--- src/rtl/gpu_pkg.sv ---
// Shared GPU definitions: opcode encoding, instruction field layout and the
// warp sequencer state encoding.
package gpu_pkg;

    // Broadcast opcode carried in bits [31:29] of every instruction word
    typedef enum logic [2:0] {
        OP_NOP  = 3'b000,
        OP_SUB  = 3'b001,
        OP_MUL  = 3'b010,
        OP_ADD  = 3'b011,
        OP_FADD = 3'b100,
        OP_FSUB = 3'b101,
        OP_INIT = 3'b110,
        OP_END  = 3'b111
    } opcode_e;

    // Field positions inside the 32-bit instruction word; [7:0] carries nothing
    localparam int TYPE_LSB  = 29;
    localparam int R1_LSB    = 24;
    localparam int R2_LSB    = 19;
    localparam int DST_LSB   = 14;
    localparam int SHAMT_LSB = 8;
    localparam int REG_W     = 5;
    localparam int SHAMT_W   = 6;

    typedef struct packed {
        opcode_e              op;
        logic [REG_W-1:0]     regnum_1;
        logic [REG_W-1:0]     regnum_2;
        logic [REG_W-1:0]     dest_reg;
        logic [SHAMT_W-1:0]   shammt;
    } instr_fields_t;

    typedef enum logic [2:0] {
        ST_IDLE,
        ST_FETCH,
        ST_ISSUE,
        ST_DRAIN,
        ST_DONE
    } seq_state_e;

endpackage

--- src/rtl/warp_sequencer_if.sv ---
// Instruction-memory bus plus the lockstep broadcast to the thread units.
// master = sequencer side, slave = memory/thread-array side.
interface warp_sequencer_if #(
    parameter int NUM_THREADS = 8,
    parameter int PCW         = 6
);
    logic [PCW-1:0]         imem_addr;
    logic [31:0]            imem_rdata;
    logic [2:0]             type_instruction;
    logic [4:0]             regnum_1;
    logic [4:0]             regnum_2;
    logic [4:0]             dest_reg;
    logic [5:0]             shammt;
    logic [NUM_THREADS-1:0] thread_active;
    logic [NUM_THREADS-1:0] thread_complete;

    modport master (
        output imem_addr, type_instruction, regnum_1, regnum_2, dest_reg, shammt, thread_active,
        input  imem_rdata, thread_complete
    );

    modport slave (
        input  imem_addr, type_instruction, regnum_1, regnum_2, dest_reg, shammt, thread_active,
        output imem_rdata, thread_complete
    );
endinterface

--- src/rtl/warp_sequencer_instr_decode.sv ---
// Combinational split of an instruction word into its broadcast fields.
module instr_decode
    import gpu_pkg::*;
(
    input  logic [31:0]   instr_word,
    output instr_fields_t fields
);
    // Low byte is reserved and deliberately dropped
    logic unused_low;

    assign fields.op       = opcode_e'(instr_word[TYPE_LSB +: 3]);
    assign fields.regnum_1 = instr_word[R1_LSB +: REG_W];
    assign fields.regnum_2 = instr_word[R2_LSB +: REG_W];
    assign fields.dest_reg = instr_word[DST_LSB +: REG_W];
    assign fields.shammt   = instr_word[SHAMT_LSB +: SHAMT_W];
    assign unused_low      = ^instr_word[SHAMT_LSB-1:0];
endmodule

--- src/rtl/warp_sequencer.sv ---
// Warp sequencer: fetches one instruction every two cycles and broadcasts it
// to NUM_THREADS lockstep units, then waits for every active unit to finish.
// Optional feature macro: WARP_SEQ_TIMEOUT_EN (issue-limit watchdog).
module warp_sequencer
    import gpu_pkg::*;
#(
    parameter int  NUM_THREADS = 8,
    parameter int  IMEM_DEPTH  = 64,
    parameter int  MAX_INSTR   = 255,
    localparam int PCW         = $clog2(IMEM_DEPTH)
) (
    input  logic                   clk,
    input  logic                   rst_n,
    input  logic                   start,
    input  logic [PCW-1:0]         base_pc,
    input  logic [NUM_THREADS-1:0] active_mask,
    warp_sequencer_if.master       seq_bus,
    output logic                   busy,
    output logic                   done,
    output logic                   timeout_err
);
    seq_state_e             state_reg, state_next;
    logic [PCW-1:0]         pc_reg, pc_next;
    logic [NUM_THREADS-1:0] mask_reg, mask_next;
    instr_fields_t          fields;
    logic                   issue_valid;
    logic                   force_end;

    instr_decode u_decode (
        .instr_word (seq_bus.imem_rdata),
        .fields     (fields)
    );

`ifdef WARP_SEQ_TIMEOUT_EN
    localparam int CNTW = $clog2(MAX_INSTR + 1);

    logic [CNTW-1:0] issue_cnt_reg, issue_cnt_next;
    logic            timeout_reg, timeout_next;

    // Watchdog state: issue count for the current program and sticky error
    always_ff @(posedge clk or negedge rst_n) begin
        if (!rst_n) begin
            issue_cnt_reg <= '0;
            timeout_reg   <= 1'b0;
        end else begin
            issue_cnt_reg <= issue_cnt_next;
            timeout_reg   <= timeout_next;
        end
    end

    // Count issues; the MAX_INSTR-th non-END issue is turned into END
    always_comb begin
        issue_cnt_next = issue_cnt_reg;
        timeout_next   = timeout_reg;
        force_end      = (state_reg == ST_ISSUE) && (fields.op != OP_END) &&
                         (issue_cnt_reg == CNTW'(MAX_INSTR - 1));
        if (state_reg == ST_IDLE && start) begin
            issue_cnt_next = '0;
            timeout_next   = 1'b0;
        end else if (state_reg == ST_ISSUE) begin
            issue_cnt_next = issue_cnt_reg + 1'b1;
            if (force_end) begin
                timeout_next = 1'b1;
            end
        end
    end

    assign timeout_err = timeout_reg;
`else
    // Without the watchdog the issue limit has no meaning
    logic unused_cfg;
    assign unused_cfg  = (MAX_INSTR == 0);
    assign force_end   = 1'b0;
    assign timeout_err = 1'b0;
`endif

    // Sequencer state, program counter and latched thread mask
    always_ff @(posedge clk or negedge rst_n) begin
        if (!rst_n) begin
            state_reg <= ST_IDLE;
            pc_reg    <= '0;
            mask_reg  <= '0;
        end else begin
            state_reg <= state_next;
            pc_reg    <= pc_next;
            mask_reg  <= mask_next;
        end
    end

    // Next-state logic and status outputs
    always_comb begin
        state_next            = state_reg;
        pc_next               = pc_reg;
        mask_next             = mask_reg;
        busy                  = 1'b1;
        done                  = 1'b0;
        issue_valid           = 1'b0;
        seq_bus.thread_active = '0;
        case (state_reg)
            ST_IDLE: begin
                busy = 1'b0;
                if (start) begin
                    mask_next  = active_mask;
                    pc_next    = base_pc;
                    state_next = ST_FETCH;
                end
            end
            ST_FETCH: begin
                seq_bus.thread_active = mask_reg;
                // An empty mask is detected once latched: finish without issuing
                state_next = (mask_reg == '0) ? ST_DONE : ST_ISSUE;
            end
            ST_ISSUE: begin
                seq_bus.thread_active = mask_reg;
                issue_valid           = 1'b1;
                if (fields.op == OP_END || force_end) begin
                    state_next = ST_DRAIN;
                end else begin
                    pc_next    = pc_reg + 1'b1;
                    state_next = ST_FETCH;
                end
            end
            ST_DRAIN: begin
                seq_bus.thread_active = mask_reg;
                if ((seq_bus.thread_complete & mask_reg) == mask_reg) begin
                    state_next = ST_DONE;
                end
            end
            ST_DONE: begin
                done       = 1'b1;
                state_next = ST_IDLE;
            end
            default: state_next = ST_IDLE;
        endcase
    end

    // Broadcast fields are only non-zero while an instruction is issuing
    always_comb begin
        seq_bus.type_instruction = 3'b000;
        seq_bus.regnum_1         = '0;
        seq_bus.regnum_2         = '0;
        seq_bus.dest_reg         = '0;
        seq_bus.shammt           = '0;
        if (issue_valid) begin
            seq_bus.type_instruction = force_end ? 3'(OP_END) : 3'(fields.op);
            seq_bus.regnum_1         = fields.regnum_1;
            seq_bus.regnum_2         = fields.regnum_2;
            seq_bus.dest_reg         = fields.dest_reg;
            seq_bus.shammt           = fields.shammt;
        end
    end

    assign seq_bus.imem_addr = pc_reg;
endmodule

--- src/flat_wrapper.sv ---
// flat-port wrapper written by rule: the top's interface ports become plain ports
module warp_sequencer_flat import gpu_pkg::*;
#(
    parameter int  NUM_THREADS = 8,
    parameter int  IMEM_DEPTH  = 64,
    parameter int  MAX_INSTR   = 255,
    localparam int PCW         = $clog2(IMEM_DEPTH)
)
  (clk, rst_n, start, base_pc, active_mask, busy, done, timeout_err, seq_bus_imem_addr, seq_bus_type_instruction, seq_bus_regnum_1, seq_bus_regnum_2, seq_bus_dest_reg, seq_bus_shammt, seq_bus_thread_active, seq_bus_imem_rdata, seq_bus_thread_complete);
  warp_sequencer_if #(.NUM_THREADS(NUM_THREADS), .PCW((6))) seq_bus_i ();
  input  logic clk;
  input  logic rst_n;
  input  logic start;
  input  logic [PCW-1:0] base_pc;
  input  logic [NUM_THREADS-1:0] active_mask;
  output logic busy;
  output logic done;
  output logic timeout_err;
  output wire logic [$bits(seq_bus_i.imem_addr)-1:0] seq_bus_imem_addr;
  output wire logic [$bits(seq_bus_i.type_instruction)-1:0] seq_bus_type_instruction;
  output wire logic [$bits(seq_bus_i.regnum_1)-1:0] seq_bus_regnum_1;
  output wire logic [$bits(seq_bus_i.regnum_2)-1:0] seq_bus_regnum_2;
  output wire logic [$bits(seq_bus_i.dest_reg)-1:0] seq_bus_dest_reg;
  output wire logic [$bits(seq_bus_i.shammt)-1:0] seq_bus_shammt;
  output wire logic [$bits(seq_bus_i.thread_active)-1:0] seq_bus_thread_active;
  input wire logic [$bits(seq_bus_i.imem_rdata)-1:0] seq_bus_imem_rdata;
  input wire logic [$bits(seq_bus_i.thread_complete)-1:0] seq_bus_thread_complete;
  assign seq_bus_imem_addr = seq_bus_i.imem_addr;
  assign seq_bus_type_instruction = seq_bus_i.type_instruction;
  assign seq_bus_regnum_1 = seq_bus_i.regnum_1;
  assign seq_bus_regnum_2 = seq_bus_i.regnum_2;
  assign seq_bus_dest_reg = seq_bus_i.dest_reg;
  assign seq_bus_shammt = seq_bus_i.shammt;
  assign seq_bus_thread_active = seq_bus_i.thread_active;
  assign seq_bus_i.imem_rdata = seq_bus_imem_rdata;
  assign seq_bus_i.thread_complete = seq_bus_thread_complete;
  warp_sequencer #(.NUM_THREADS(NUM_THREADS), .IMEM_DEPTH(IMEM_DEPTH), .MAX_INSTR(MAX_INSTR)) u_core (.clk(clk), .rst_n(rst_n), .start(start), .base_pc(base_pc), .active_mask(active_mask), .seq_bus(seq_bus_i), .busy(busy), .done(done), .timeout_err(timeout_err));
endmodule
--- config.mk ---
export PLATFORM = sky130hd
export DESIGN_NAME = warp_sequencer_flat
export DESIGN_NICKNAME = d
export VERILOG_FILES = /design/src/rtl/gpu_pkg.sv /design/src/rtl/warp_sequencer_if.sv /design/src/rtl/warp_sequencer_instr_decode.sv /design/src/rtl/warp_sequencer.sv /design/src/flat_wrapper.sv
export SDC_FILE = /design/constraint.sdc
export NUM_CORES = 1
export LEC_CHECK = 0
export ABC_AREA = 1
export BUFFER_PORTS_ARGS = -buffer_cell sky130_fd_sc_hd__clkbuf_2
export CAP_MARGIN = 30
export CORE_UTILIZATION = 45
export DETAILED_ROUTE_END_ITERATION = 10
export GPL_TIMING_DRIVEN = 0
export PLACE_DENSITY = 0.93
export SLEW_MARGIN = 25
export SYNTH_ARGS = -nofsm -noshare
export SYNTH_HDL_FRONTEND = slang
export SYNTH_HIERARCHICAL = 1
export SYNTH_SLANG_ARGS = --single-unit
--- constraint.sdc ---
create_clock -name clk -period 2 [get_ports clk]
set_clock_uncertainty 0.15 [all_clocks]
set_input_delay 0.1 -clock clk [delete_from_list [all_inputs] [get_ports clk]]
set_output_delay 0.1 -clock clk [all_outputs]
set_load 0.03 [all_outputs]
After elaboration in Yosys (flattened, before gate mapping)
Index checks and enable logic that the tools add are counted.
Operators by class
  bitwise gates (word level): 1
  add/sub/neg operators: 1
  equality and inequality tests: 9
  mux-type cells: 17
  reductions and logical operators: 7
Operators with widths (number)
  $mux 6: 3
  $mux 5: 3
  $mux 3: 4
  $pmux 3 s4: 1
  $pmux 6 s2: 1
  $and 8x8->8: 1
  $eq 8x8->1: 1
  $logic_not 8->1: 1
  $mux 8: 1
  $add 6x1->6 const B: 1
  $eq 3x2->1 const B: 2
  $eq 3x3->1 const B: 2
  $ne 2x2->1 const B: 2
  $reduce_and 2->1: 2
  $eq 3x1->1 const B: 1
  $logic_not 3->1: 1
  $mux 1: 3
  $reduce_and 3->1: 1
  $reduce_or 3->1: 1
  $mux 2: 1
  $ne 2x1->1 const B: 1
  $reduce_bool 2->1: 1
Storage, ports and cells
  logic and storage cells: 38
  output and inout bits: 41
  input bits: 57
  register bits: 17

Depth between registers and ports, before layout
Gate-level depths: netlist (run 1).
  depth after elaboration: 4
  mapped depth: 8

Cells and area by module
Netlist (run 1), hierarchy kept.
By module, submodules not included
  warp_sequencer: sequential area each 425.4 um^2, cells an instance 211, instances 1, area each 1247.4 um^2
  instr_decode: sequential area each 0.0 um^2, cells an instance 24, instances 1, area each 180.2 um^2

Least setup slack after synthesis (run 1)
No wires, ideal clock.
  path type: register to output
  start point: register u_core.state_reg[2]
  end point: output seq_bus_dest_reg[0]
  stages on the path, launching flop included: 6
  data arrival time: 1.329 ns
  required time: 1.750 ns
  path slack: 0.421 ns
  cell sequence: dfrtp_1 > nor2_4 > nand2_2 > buf_4 > buf_6 > nor2_1
Between the ends
  longest elaborated chain between the ends: 3
Ends and longest elaborated chain
  start, declared: RTL line warp_sequencer.sv:22  | seq_state_e state_reg, state_next;
  start signal, assigned: RTL line warp_sequencer.sv:84  | state_reg <= state_next;
  $eq 3x2->1: RTL line warp_sequencer.sv:99  | case (state_reg)
  $mux 1: RTL line warp_sequencer.sv:99
  $mux 5: RTL line warp_sequencer.sv:144  | if (issue_valid) begin
  end, declared: RTL line flat_wrapper.sv:23  | output wire logic [$bits(seq_bus_i.dest_reg)-1:0] seq_bus_dest_reg;
Every way passes these cells.

Worst setup path after layout (run 1)
  start point: register u_core.state_reg[2]
  end point: output seq_bus_shammt[5]
Between the ends
  longest elaborated chain between the ends: 3
Ends and longest elaborated chain
  $eq 3x2->1: RTL line warp_sequencer.sv:99
  $mux 1: RTL line warp_sequencer.sv:99
  $mux 6: RTL line warp_sequencer.sv:144
  end, declared: RTL line flat_wrapper.sv:24  | output wire logic [$bits(seq_bus_i.shammt)-1:0] seq_bus_shammt;
Every way passes these cells.

==> results by group, run 1 <==
Run status
  • Outcome: finished, final reports clean

Critical path
  • Critical Path End Type: output port
  • WP data required: 1.75 ns
  • Worst r2r dst: u_core/seq_bus.imem_addr[2]$_DFFE_PN0P_
  • Cells on worst reg2reg path: 6
  • Worst R2R Start: u_core/seq_bus.imem_addr[0]$_DFFE_PN0P_
  • WP data arrival: 1.62 ns
  • R2r setup slk: 0.52 ns
  • CP Class: reg2out
  • CP startpoint kind: flip-flop
  • Max Fanout on Critical Path: 10

Floorplanning
  • Rows: 20
  • CORE AREA: 3030 µm²
  • Die Y: 58.3 µm
  • Starting Density: between 40% and 50%
  • # IOs: 98
  • Die width: 58.3 µm
  • Die ar.: 3400 µm²

Synthesis
  • Ys Warns: 6
  • Post-Syn Nets: about 300
  • EDFF count, synth: 0
  • Distinct cells, synth: 21
  • Async SR Flop Fraction: 100%
  • Netlist Area Pre-Place: 1430 µm²
  • Top_reg_cell synth: dfrtp_1
  • Syn Inst Count: 235
  • Seq/Total Area, Yosys: between 20% and 30%
  • FF+latch count, synth: 17
  • Avg Cell Area, Syn: 6.07 µm²

Final layout
  • Core Util, Final: around two thirds
  • Share of cells above drive strength 1: 32.6%
  • Antenna diode count: 0
  • Nets: 378
  • Largest register FFs: 8
  • Syn-to-layout area delta: 39.5%
  • Final Non-Filler Cells: around 360
  • Filler Cells Inserted: a little under 300

Global routing
  • Initial antenna violation count: 0
  • Global-route usage over all layers: 20.8%
  • GR Overflow Total: 0
  • First-pass GRT wire length: 5.42 mm
  • Largest net degree at the start of global routing: 18
  • Vias in the first global route: 1,370

Hold path
  • Hold Path Class: in2reg
  • Hold Path End: u_core/state_reg[1]$_DFFE_PN0P_
  • Hold-critical path depth: 5
  • HP Start: seq_bus_imem_rdata[29]

Clock network
  • CTS Buf Count: 3
  • H-tree Lvls: 1
  • CTS tree: done
  • Clk_lat worst skew: 0.28 ns
  • Clock slew at reported path FFs: 0.10 ns
  • Post-CTS Setup Inserts: 0
  • CTS Buffer Depth: 2
  • Clk root buf: clkbuf_4
  • Clock Sinks: 17

Route
  • Post-route ant nets: 0
  • Initial drt markers: 47
  • Vias per cell: 4.33
  • Residual DRC count: 0
  • DR vias: 1,571
  • Routed WL: between 3 and 4 mm
  • Drt pass-1 iters: 4
  • Routed WL per cell: 9.06 µm

STA
  • Period utilisation layout: between 90 and 100%
  • Final setup margin: 0.130 ns
  • Fin crit period: 1.87 ns
  • Final setup viols: 0
  • Min Hold Slack: 0.0787 ns
  • RSZ-0062 raised after global routing: no
  • Setup TNS: 0 ns
  • Slew Viols, Final: 0
  • Final hold vios: 0
  • Highest clock rate: 0.535 GHz

Power and ir drop
  • Leakage Power: roughly 1.3 nW
  • Power Density: 1470 nW/µm²
  • Worst VDD drop: approximately 0.86 mV

Placed design
  • Buffers added on ports: 64
  • Pre-CTS WS: ~0.43 ns
  • Placed insts: between 300 and 400
  • HPWL Detailed: ~2.5 mm
  • Routability Congestion: 0.827

Job
  • Max Cap Viol: 0
placed cells by master, fill, tap and decap left out:
cell type / count
o21bai_1: 1
clkbuf_4: 4
nand3_1: 5
nand3_2: 1
nor2_1: 52
ha_1: 1
nand4_1: 4
a21oi_1: 8
nand2_2: 2
inv_1: 48
buf_6: 2
conb_1: 1
o21ai_1: 2
or2_2: 2
dfrtp_1: 17
inv_2: 2
clkbuf_2: 62
nand2_1: 55
dlygate4sd3_1: 16
o21ai_0: 3
buf_4: 26
nor2_4: 1
buf_2: 2
nor3_1: 1
clkbuf_1: 1
synthesized netlist by cell type, types with 3 or more instances:
master / n / share of area [%]
a21oi_1: 8 / 2.8
buf_4: 26 / 14
dfrtp_1: 17 / 30
inv_1: 48 / 13
nand2_1: 55 / 14
nand3_1: 5 / 1.8
nand4_1: 4 / 1.8
nor2_1: 52 / 14
o21ai_0: 3 / 1.1
area by class of cell:
type	instances	area (µm²)	area share (%)
plain buffers	29	223	11.2
clock buffers	4	26.3	1.32
inverters	50	188	9.42
multi-input cells	139	592	29.7
flip-flops and latches	17	425	21.4
well taps	44	55.1	2.76
repair buffers	80	483	24.2
report_power, final:
| part | leakage (nW) | switching [mW] | internal (mW) |
|---|---|---|---|
| combinational | 1.09 | 1.44 | 0.626 |
| clock | 0.0150 | 0.101 | 0.0773 |
| sequential | 0.199 | 0.165 | 0.510 |
cell families after synthesis:
| family | count (synthesis) | synth area share, % |
|---|---|---|
| AO/OA/AOI/OAI | 14 | 5.08 |
| adder cells (fa/ha/maj) | 1 | 0.876 |
| buffers and inverters | 79 | 28.7 |
| flip-flops | 17 | 29.8 |
| other | 1 | 0.263 |
| AND/OR/NAND/NOR | 123 | 35.2 |
worst max-delay path, stage by stage (launching register included):
cell,delay [ns]
dfrtp_1,0.44
nor2_4,0.16
nand2_2,0.10
buf_4,0.19
buf_6,0.14
nor2_1,0.09
clkbuf_2,0.21
through the flow:
step	instance area, µm²	power (mW)
after floorplan	1430	2.18
after global placement	1800	2.67
after detailed placement	1800	2.71
after CTS	1990	2.92
after global routing	1990	3.19
final	1990	2.92
layer usage:
metal / track usage [%] / wire [µm] / vias up
met1: 22.8 / 1300 / 678
met2: 38.1 / 1690 / 58
li1: - / - / 827
met5: 0 / 0 / -
met4: 12.6 / 107 / 0
met3: 2.64 / 189 / 8
worst max-delay path by stage:
stage	startpoint	to
after detailed placement	u_core/state_reg[2]$_DFFE_PN0P_	seq_bus_shammt[1]
after floorplan	u_core/state_reg[2]$_DFFE_PN0P_	seq_bus_dest_reg[0]
after global routing	u_core/state_reg[2]$_DFFE_PN0P_	seq_bus_regnum_2[2]
after global placement	u_core/state_reg[2]$_DFFE_PN0P_	seq_bus_dest_reg[2]
final	u_core/state_reg[2]$_DFFE_PN0P_	seq_bus_shammt[5]
after CTS	u_core/state_reg[2]$_DFFE_PN0P_	seq_bus_shammt[1]
repair_timing:
| action | 4_1_cts | 5_1_grt |
|---|---|---|
| hold endpoints to repair | 32 | 0 |
| resized for setup | 0 | 3 |
| endpoints found under the setup margin | 0 | 2 |
| hold buffers | 16 | 0 |
Note: power is estimated with default switching activity, not from simulation.
==> run 2: changes to the inputs <==
ABC_CLOCK_PERIOD_IN_PS = 2000   (was unset)
PLACE_DENSITY = 0.95   (was 0.93)
==> results by group, run 2 (synthesis results as in run 1) <==
Global routing
  • Largest net degree at the start of global routing: 18
  • Vias in the first global route: ~1,400
  • GR Overflow Total: 0
  • Global-route usage over all layers: 21.3%
  • Initial antenna violation count: 0
  • First-pass GRT wire length: between 5 and 6 mm

Critical path
  • Max Fanout on Critical Path: 10
  • WP buf/inv: 3
  • Worst R2R Start: u_core/state_reg[2]$_DFFE_PN0P_
  • WP data arrival: 1.64 ns
  • Cells on worst reg2reg path: 6
  • Max incr delay on CP: 0.44 ns
  • Crit-path leading delay family: buffers and inverters
  • CP Class: reg2out
  • Critical Path End Type: output port
  • WP data required: 1.75 ns
  • Slowest library cell on the worst path: dfrtp_2
  • CP Cell Sequence: nor2_4, nand2_2, buf_4, buf_6, nor2_1, clkbuf_2
  • Worst r2r dst: u_core/mask_reg[6]$_DFFE_PN0P_
  • R2r setup slk: 0.48 ns
  • CP startpoint kind: flip-flop

Final layout
  • Core Util, Final: between 60% and 70%
  • Nets: 381
  • Largest register FFs: 8
  • Share of cells above drive strength 1: 33.9%
  • Fin area: 2020 µm²
  • Antenna diode count: 0
  • Syn-to-layout area delta: 41.5%
  • Commonest cells after routing, fill and taps aside: clkbuf_2, nand2_1, nor2_1
  • Filler Cells Inserted: 280
  • FF/Latch Area: 427 µm²
  • Final Non-Filler Cells: 366
  • Multi-input gate area: about 600 µm²
  • Most common cell after layout, fill and taps aside: clkbuf_2

STA
  • Fin crit period: around 1.9 ns
  • Setup TNS: 0 ns
  • Final setup margin: 0.106 ns
  • Highest clock rate: 0.528 GHz
  • RSZ-0062 raised after global routing: no
  • Final setup viols: 0
  • Period utilisation layout: 94.7%
  • Final hold vios: 0
  • Slew Viols, Final: 0

Run status
  • Outcome: finished, final reports clean

Floorplanning
  • # IOs: 98
  • Die ar.: 3400 µm²
  • Die width: between 50 and 60 µm
  • Starting Density: 47.1%
  • Rows: 20
  • CORE AREA: 3030 µm²
  • Die Y: ~58 µm

Route
  • DR vias: 1,629
  • Routed WL per cell: 10.1 µm
  • Initial drt markers: between 50 and 60
  • Post-route ant nets: 0
  • Routed WL: 3.68 mm
  • Drt pass-1 iters: 4
  • Vias per cell: about 4.5
  • Residual DRC count: 0

Clock network
  • Clock Sinks: 17
  • CTS tree: done
  • Clk_lat worst skew: 0.30 ns
  • Clk root buf: clkbuf_4
  • CTS Buffer Depth: 2
  • Clock slew at reported path FFs: about 0.11 ns
  • H-tree Lvls: 1
  • CTS Buf Count: 3

Power and ir drop
  • Worst VDD drop: 0.899 mV
  • Leakage Power: 1.32 nW
  • Power Density: roughly 1500 nW/µm²

Hold path
  • Hold-critical path depth: 5
  • HP Start: seq_bus_imem_rdata[29]
  • Hold Path Class: in2reg
  • Hold Path End: u_core/state_reg[1]$_DFFE_PN0P_

Job
  • Max Cap Viol: 0

Placed design
  • Buffers added on ports: 64
  • Pre-CTS WS: 0.408 ns
  • HPWL Detailed: approximately 2.6 mm
  • Placed insts: 343
  • Placed cell area: 1800 µm²
  • Routability Congestion: 0.805
-- run 2: changes by cell type in the layout (fill, tap and decap cells not counted), sizes merged --
cell,before,now
buf,30,35
clkinvlp,0,1
clkbuf,67,64
-- run 2: final cells by class --
type	count	area share (%)
clock inverters	1	0.372
plain buffers	29	11.0
multi-input cells	139	29.3
repair buffers	83	25.0
clock buffers	3	1.12
well taps	44	2.73
inverters	50	9.29
flip-flops and latches	17	21.1
-- run 2: per-layer routing --
layer  vias to the layer above  GRT usage [%]  routed length [µm]
met2                        81           40.2                1910
met1                       708           22.2                1390
met5                         -              0                   0
met3                        12           3.52                 280
met4                         0           11.9                 109
li1                        828              -                   -
-- run 2: tightest hold or removal path: stages --
cell	delay, ns
buf_4	0.08
nand4_1	0.14
inv_1	0.09
nor2_1	0.04
nand2_1	0.05
-- run 2: worst max-delay path by stage --
stage	startpoint	end	slack (ns)	depth (start not counted)
6_report	u_core/state_reg[2]$_DFFE_PN0P_	seq_bus_shammt[3]	0.11	6
5_1_grt	u_core/state_reg[2]$_DFFE_PN0P_	seq_bus_dest_reg[3]	0.006	6
4_1_cts	u_core/state_reg[2]$_DFFE_PN0P_	seq_bus_regnum_2[3]	0.06	6
3_5_place_dp	u_core/state_reg[2]$_DFFE_PN0P_	seq_bus_regnum_2[3]	0.41	6
3_3_place_gp	u_core/state_reg[2]$_DFFE_PN0P_	seq_bus_type_instruction[1]	0.46	6
2_1_floorplan	u_core/state_reg[2]$_DFFE_PN0P_	seq_bus_dest_reg[0]	0.42	5
-- run 2: what timing repair did --
action                                  CTS  global route
setup buffers                             0             3
hold buffers                             16             0
endpoints found under the setup margin    0            18
endpoints found under the hold margin    32             0
gates resized for setup                   0             6
-- run 2: metrics by stage --
stage,hold WS [ns],total power [mW]
2_1_floorplan,-0.346,2.18
3_3_place_gp,-0.0979,2.66
3_5_place_dp,-0.0973,2.72
4_1_cts,0.0918,2.95
5_1_grt,0.107,3.24
6_report,0.0816,3.02
-- run 2: where the power goes --
part / switching [mW] / internal [mW] / total [mW]
Sequential: 0.163 / 0.511 / 0.674
Clock: 0.125 / 0.0762 / 0.202
Combinational: 1.47 / 0.665 / 2.14
